[src/rtl/restrict_pkg.sv]
// Shared types and helpers for the restrict_unit request/acknowledge responder.
package restrict_pkg;

  typedef enum logic [1:0] {
    IDLE = 2'd0,
    WAIT = 2'd1,
    ACK  = 2'd2,
    DROP = 2'd3
  } state_e;

  typedef enum logic [1:0] {
    ERR_NONE       = 2'd0,
    ERR_EARLY_DROP = 2'd1,
    ERR_LATE_DROP  = 2'd2
  } err_code_e;

  // Down-counter holds N-1, and the longest latency is 8 cycles.
  localparam int unsigned CNT_W = 3;

  function automatic logic [3:0] delay_cycles(input logic [1:0] code);
    return 4'd1 << code;
  endfunction

endpackage

[src/rtl/restrict_proto_chk.sv]
// Sticky protocol-error recorder plus handshake assertions for restrict_unit.
// Compiled only when RESTRICT_PROTO_CHECK_EN is defined.
`ifdef RESTRICT_PROTO_CHECK_EN
module restrict_proto_chk
  import restrict_pkg::*;
#(
  parameter int unsigned CTR_W = 8
) (
  input  logic             clk,
  input  logic             rst_n,
  input  state_e           state_i,
  input  logic             req_i,
  input  logic             ack_i,
  input  logic             clr_i,
  input  logic [CTR_W-1:0] ctr_i,
  output logic             err_o,
  output logic [1:0]       err_code_o
);

  logic      err_q;
  err_code_e code_q;
  logic      ack_seen_q;
  logic      early_drop;
  logic      late_drop;
  err_code_e new_code;

  // ack_seen_q marks the first DROP cycle, the only one where a held req is an error.
  assign early_drop = (state_i == WAIT) && !req_i;
  assign late_drop  = (state_i == DROP) && ack_seen_q && req_i;

  always_comb begin
    new_code = ERR_NONE;
    if (early_drop)     new_code = ERR_EARLY_DROP;
    else if (late_drop) new_code = ERR_LATE_DROP;
  end

  always_ff @(posedge clk or negedge rst_n) begin
    if (!rst_n) begin
      err_q      <= 1'b0;
      code_q     <= ERR_NONE;
      ack_seen_q <= 1'b0;
    end else begin
      ack_seen_q <= ack_i;
      if (clr_i) begin
        // An error arriving together with clr survives the clear.
        err_q  <= (new_code != ERR_NONE);
        code_q <= new_code;
      end else if (!err_q && (new_code != ERR_NONE)) begin
        err_q  <= 1'b1;
        code_q <= new_code;
      end
    end
  end

  assign err_o      = err_q;
  assign err_code_o = code_q;

  a_ack_needs_req : assert property (@(posedge clk) disable iff (!rst_n)
    ack_i |-> $past(req_i));
  a_ack_single    : assert property (@(posedge clk) disable iff (!rst_n)
    ack_i |=> !ack_i);
  a_clr_zeroes    : assert property (@(posedge clk) disable iff (!rst_n)
    clr_i |=> (ctr_i == '0));

endmodule
`endif

[src/rtl/restrict_unit.sv]
// Request/acknowledge responder with programmable 1/2/4/8-cycle latency and a
// completed-handshake counter. Define RESTRICT_PROTO_CHECK_EN for the protocol checker.
module restrict_unit
  import restrict_pkg::*;
#(
  parameter int unsigned CTR_W = 8
) (
  input  logic             clk,
  input  logic             rst_n,
  input  logic             req,
  input  logic [1:0]       delay,
  input  logic             clr,
  output logic             ack,
  output logic             busy,
  output logic [CTR_W-1:0] ctr,
  output logic             err,
  output logic [1:0]       err_code
);

  state_e           state_q, state_d;
  logic [CNT_W-1:0] cnt_q, cnt_d;
  logic             ack_q, busy_q;
  logic [CTR_W-1:0] ctr_q, ctr_d;
  logic [3:0]       n_cycles;

  assign n_cycles = delay_cycles(delay);

  // NOTE: every combinational output gets a default first so no latch is inferred.
  always_comb begin
    state_d = state_q;
    cnt_d   = cnt_q;
    unique case (state_q)
      IDLE: begin
        if (req) begin
          cnt_d   = CNT_W'(n_cycles - 4'd1);
          state_d = (n_cycles == 4'd1) ? ACK : WAIT;
        end
      end
      WAIT: begin
        if (!req) begin
          cnt_d   = '0;
          state_d = IDLE;
        end else begin
          cnt_d = cnt_q - CNT_W'(1);
          if (cnt_q == CNT_W'(1)) state_d = ACK;
        end
      end
      ACK:  state_d = DROP;
      DROP: if (!req) state_d = IDLE;
      default: begin
        state_d = IDLE;
        cnt_d   = '0;
      end
    endcase
  end

  // Clear wins over the increment taken when leaving ACK.
  always_comb begin
    ctr_d = ctr_q;
    if (clr)                  ctr_d = '0;
    else if (state_q == ACK)  ctr_d = ctr_q + CTR_W'(1);
  end

  // NOTE: sequential state uses non-blocking assignments so all registers update together.
  always_ff @(posedge clk or negedge rst_n) begin
    if (!rst_n) begin
      state_q <= IDLE;
      cnt_q   <= '0;
      ack_q   <= 1'b0;
      busy_q  <= 1'b0;
      ctr_q   <= '0;
    end else begin
      state_q <= state_d;
      cnt_q   <= cnt_d;
      ack_q   <= (state_d == ACK);
      busy_q  <= (state_d != IDLE);
      ctr_q   <= ctr_d;
    end
  end

  assign ack  = ack_q;
  assign busy = busy_q;
  assign ctr  = ctr_q;

`ifdef RESTRICT_PROTO_CHECK_EN
  restrict_proto_chk #(
    .CTR_W (CTR_W)
  ) u_proto_chk (
    .clk        (clk),
    .rst_n      (rst_n),
    .state_i    (state_q),
    .req_i      (req),
    .ack_i      (ack_q),
    .clr_i      (clr),
    .ctr_i      (ctr_q),
    .err_o      (err),
    .err_code_o (err_code)
  );
`else
  assign err      = 1'b0;
  assign err_code = 2'd0;
`endif

endmodule

[config.mk]
export PLATFORM = sky130hd
export DESIGN_NAME = restrict_unit
export DESIGN_NICKNAME = d
export VERILOG_FILES = /design/src/rtl/restrict_pkg.sv /design/src/rtl/restrict_proto_chk.sv /design/src/rtl/restrict_unit.sv
export SDC_FILE = /design/constraint.sdc
export NUM_CORES = 1
export LEC_CHECK = 0
export CORE_MARGIN = 5
export CORE_UTILIZATION = 40
export DETAILED_ROUTE_END_ITERATION = 6
export GPL_ROUTABILITY_DRIVEN = 0
export GPL_TIMING_DRIVEN = 0
export MAX_ROUTING_LAYER = met4
export PLACE_DENSITY = 0.77
export SETUP_SLACK_MARGIN = 0.15
export SYNTH_ARGS = -nofsm -noshare
export SYNTH_HDL_FRONTEND = slang
export SYNTH_HIERARCHICAL = 1
export SYNTH_SLANG_ARGS = --single-unit
[constraint.sdc]
create_clock -name clk -period 1.6 [get_ports clk]
set_clock_uncertainty 0.15 [all_clocks]
set_input_delay 0.48 -clock clk [delete_from_list [all_inputs] [get_ports clk]]
set_output_delay 0.48 -clock clk [all_outputs]
set_load 0.03 [all_outputs]
==> results by group <==
Status
  • Status: completed

Critical path
  • Startpoint Class: flip-flop
  • CP Max Fanout: 7
  • Critical Path, Cell by Cell: buf_6
  • Worst Setup SP: ctr[3]$_DFFE_PN0P_
  • CP endpoint kind: output port
  • R2R setup slack: 0.09 ns
  • FF-to-FF End: ctr[5]$_DFFE_PN0P_
  • Family with the most delay on the worst path: flip-flops
  • Crit path buf inv count: 1
  • Reg-to-reg startpoint: ctr[2]$_DFFE_PN0P_
  • Crit-path slowest cell: dfrtp_2
  • FF-to-FF path depth: 4
  • Worst setup path class: reg -> out
  • Critical path's largest stage delay: 0.46 ns
  • Critical Path RT: 0.97 ns
  • Crit path arrival time: about 0.9 ns

Yosys
  • Post-synthesis async set-or-reset flop share: 1.000
  • Yosys top cell area share: 0.4732
  • Ys Warns: 6
  • Most frequent cells after synthesis: 15 x dfrtp_1, 6 x nand2_1, 6 x nor2_1
  • Most common cell in the netlist: dfrtp_1
  • Flops & latches, synth: 15
  • Area leader, netlist: dfrtp_1
  • Synth Area in XOR/XNOR: 0.02208
  • Average size of a mapped cell: 9.916 sq um
  • Register area share after synthesis: 0.4732
  • Mux cell area share after synthesis: 0.02681
  • Post-synth EDFFs: 0
  • Compound-gate portion of the synthesized area: 0.1530
  • Post-Synth Adder-Cell Area: 0.04732
  • Ys flop type: dfrtp_1
  • Post-Synth Simple-Gate Area: 0.2114
  • Cell area after synthesis: roughly 790 sq um
  • Synth cell types: 35
  • Gate Count Post-Synth: 80
  • Main combinational cell family by area after synthesis: simple AND/OR/NAND/NOR gates
  • Ranking of synthesized cells by area: dfrtp_1 47%, ha_1 4.7%, a21oi_1 3.2%, buf_4 2.8%, nand2_1 2.8%

Placed design
  • Port bufs: 14
  • Pre-CTS setup slack: -0.1672 ns
  • Hpwl dp: 1213 microns

Final layout
  • Area delta synth->final: 46.37%
  • Nets: 122
  • Layout cells sized above 1: 0.4018
  • Ant. Diodes: 0
  • Fillcell total: 171

Worst hold path
  • Hold endpoint: cnt_q[1]$_DFFE_PN0P_
  • HP Start: cnt_q[1]$_DFFE_PN0P_
  • Hold crit path type: reg -> reg
  • Hold path depth: 2

Pwr
  • Pwr/cell area: 1125 mW/mm^2
  • VDD IR max: approximately 0.0006 V
  • Pleak: 0.5459 nW

Floorplan
  • Die width: around 55 microns
  • DIE AREA: around 0.003 sq mm
  • Core ar.: 0.001922 sq mm
  • Die H: 54.53 microns
  • Io pins: 19
  • Row Count: 16
  • Initial Util: 0.4128

Timing
  • Final WS setup: 0.08598 ns
  • Slew Viols, Final: 0
  • Hold WS: roughly 0.34 ns
  • Min Clock Period, post-route: between 1.5 and 2 ns
  • Fmax: ~660 MHz
  • Ratio of final minimum period to clock period: 0.9463
  • RSZ-0062 raised after global routing: yes
  • Endpoints failing setup: 0
  • Worst Tran Pin Value: 0.6793 ns
  • Slew HR: 0.5457
  • Final hold vios: 0

GRT
  • Largest net degree at the start of global routing: 16
  • Total global routing track utilization: 0.1346
  • Vias in the first global route: roughly 650
  • Antenna violations before repair: 0
  • Grt ovf: 0
  • First-pass GRT wire length: approximately 2800 microns

Run
  • Max Cap Viol: 0

CTS
  • Clock transition at the registers of the reported paths: 0.08 ns
  • CTS Root Cell: clkbuf_4
  • TritonCTS clock tree: yes
  • Worst skew pair latency: 0.27 ns
  • Total CTS buffers: 3
  • CTS max path bufs: 2
  • CTS sink cnt: 15
  • H-tree depth: 1
  • Post-CTS Hold Buffers: 0

Detailed routing
  • DRT iter0 DRCs: 11
  • Vias: about 700
  • Drt total wl: 1727 microns
  • DRC viols: 0
  • Routed length per instance: 12.42 microns
  • Vias per cell: 5.094
  • Routed Antenna Nets: 0
  • TritonRoute pass-1 iters: 4
## report_power, final
group          internal [mW]  switching (mW)
clock                 0.0964           0.112
combinational          0.284           0.292
sequential             0.463          0.0594
## what timing repair did
| item | 4_1_cts | 5_1_grt |
|---|---|---|
| pin swaps | 0 | 6 |
| setup buffers | 8 | 4 |
| gates resized for setup | 69 | 19 |
| setup endpoints to repair | 17 | 19 |
## final cells by class
| cell class | count | area, sq um | area share |
|---|---|---|---|
| flip-flops and latches | 15 | 384.1 | 0.3308 |
| repair buffers | 26 | 254.0 | 0.2188 |
| well taps | 27 | 33.78 | 0.02909 |
| plain buffers | 5 | 33.78 | 0.02909 |
| clock buffers | 4 | 26.28 | 0.02263 |
| multi-input cells | 57 | 410.4 | 0.3534 |
| inverters | 5 | 18.77 | 0.01616 |
## worst max path at each step
| stage | end | cells past startpoint | slack [ns] |
|---|---|---|---|
| 2_1_floorplan | ctr[5]$_DFFE_PN0P_ | 3 | 0.15 |
| 3_3_place_gp | state_q[0]$_DFF_PN0_ | 4 | -0.15 |
| 3_5_place_dp | state_q[0]$_DFF_PN0_ | 4 | -0.17 |
| 4_1_cts | ctr[3] | 1 | 0.06 |
| 5_1_grt | ctr[3] | 1 | 0.05 |
| 6_report | ctr[3] | 1 | 0.09 |
## cells by family (layout without fill, tap and decap cells)
group	after synthesis	in the layout
buffers and inverters	10	40
AOI/OAI and AO/OA	19	19
DFF	15	15
and+or+nand+nor	28	28
other	1	3
muxes	2	2
xor gates and xnor gates	2	2
adders and majority gates	3	3
## state kept, by name, indices dropped and copies added (netlist names)
name and count:
ctr 8, cnt_q 3, state_q 2, ack 1
busy 1
## tightest hold or removal path, cell delays in order, from the launching register on
cell	delay, ns
dfrtp_1	0.35
nand2_1	0.05
o21ai_0	0.06
## placed cells by master, fill, tap and decap left out, types with 2 or more instances in the layout
cell           Yosys  layout
buf_6              0      13
clkbuf_4           0       4
o31ai_1            3       3
ha_1               3       2
a21oi_1            5       4
or4_1              3       2
dfrtp_2            0       7
and3b_1            2       2
nand2_1            6       5
dfrtp_1           15       8
inv_1              5       5
buf_4              3      12
nor2_1             6       6
o21ai_0            4       4
conb_1             1       3
dlygate4sd2_1      0       2
nand4_1            2       2
## metrics by stage
stage	cell area [sq um]	cells	util	TNS [ns]	power (mW)
detailed placement	994.7	123	0.5176	-1.471	0.9931
global placement	994.7	123	0.5176	-1.210	0.9659
floorplan	820.8	82	-	0	0.8507
global route	1161	139	0.6042	0	1.406
CTS	1077	135	0.5605	0	1.218
finish	1161	139	0.6042	0	1.306
## metal layers
metal	track usage	vias up	wire, microns
met4	0.03734	0	4
li1	-	340	-
met2	0.2351	16	938
met5	-	-	0
met3	0.02725	2	74
met1	0.1557	350	710
No activity file was read; power rests on OpenSTA's default activity.
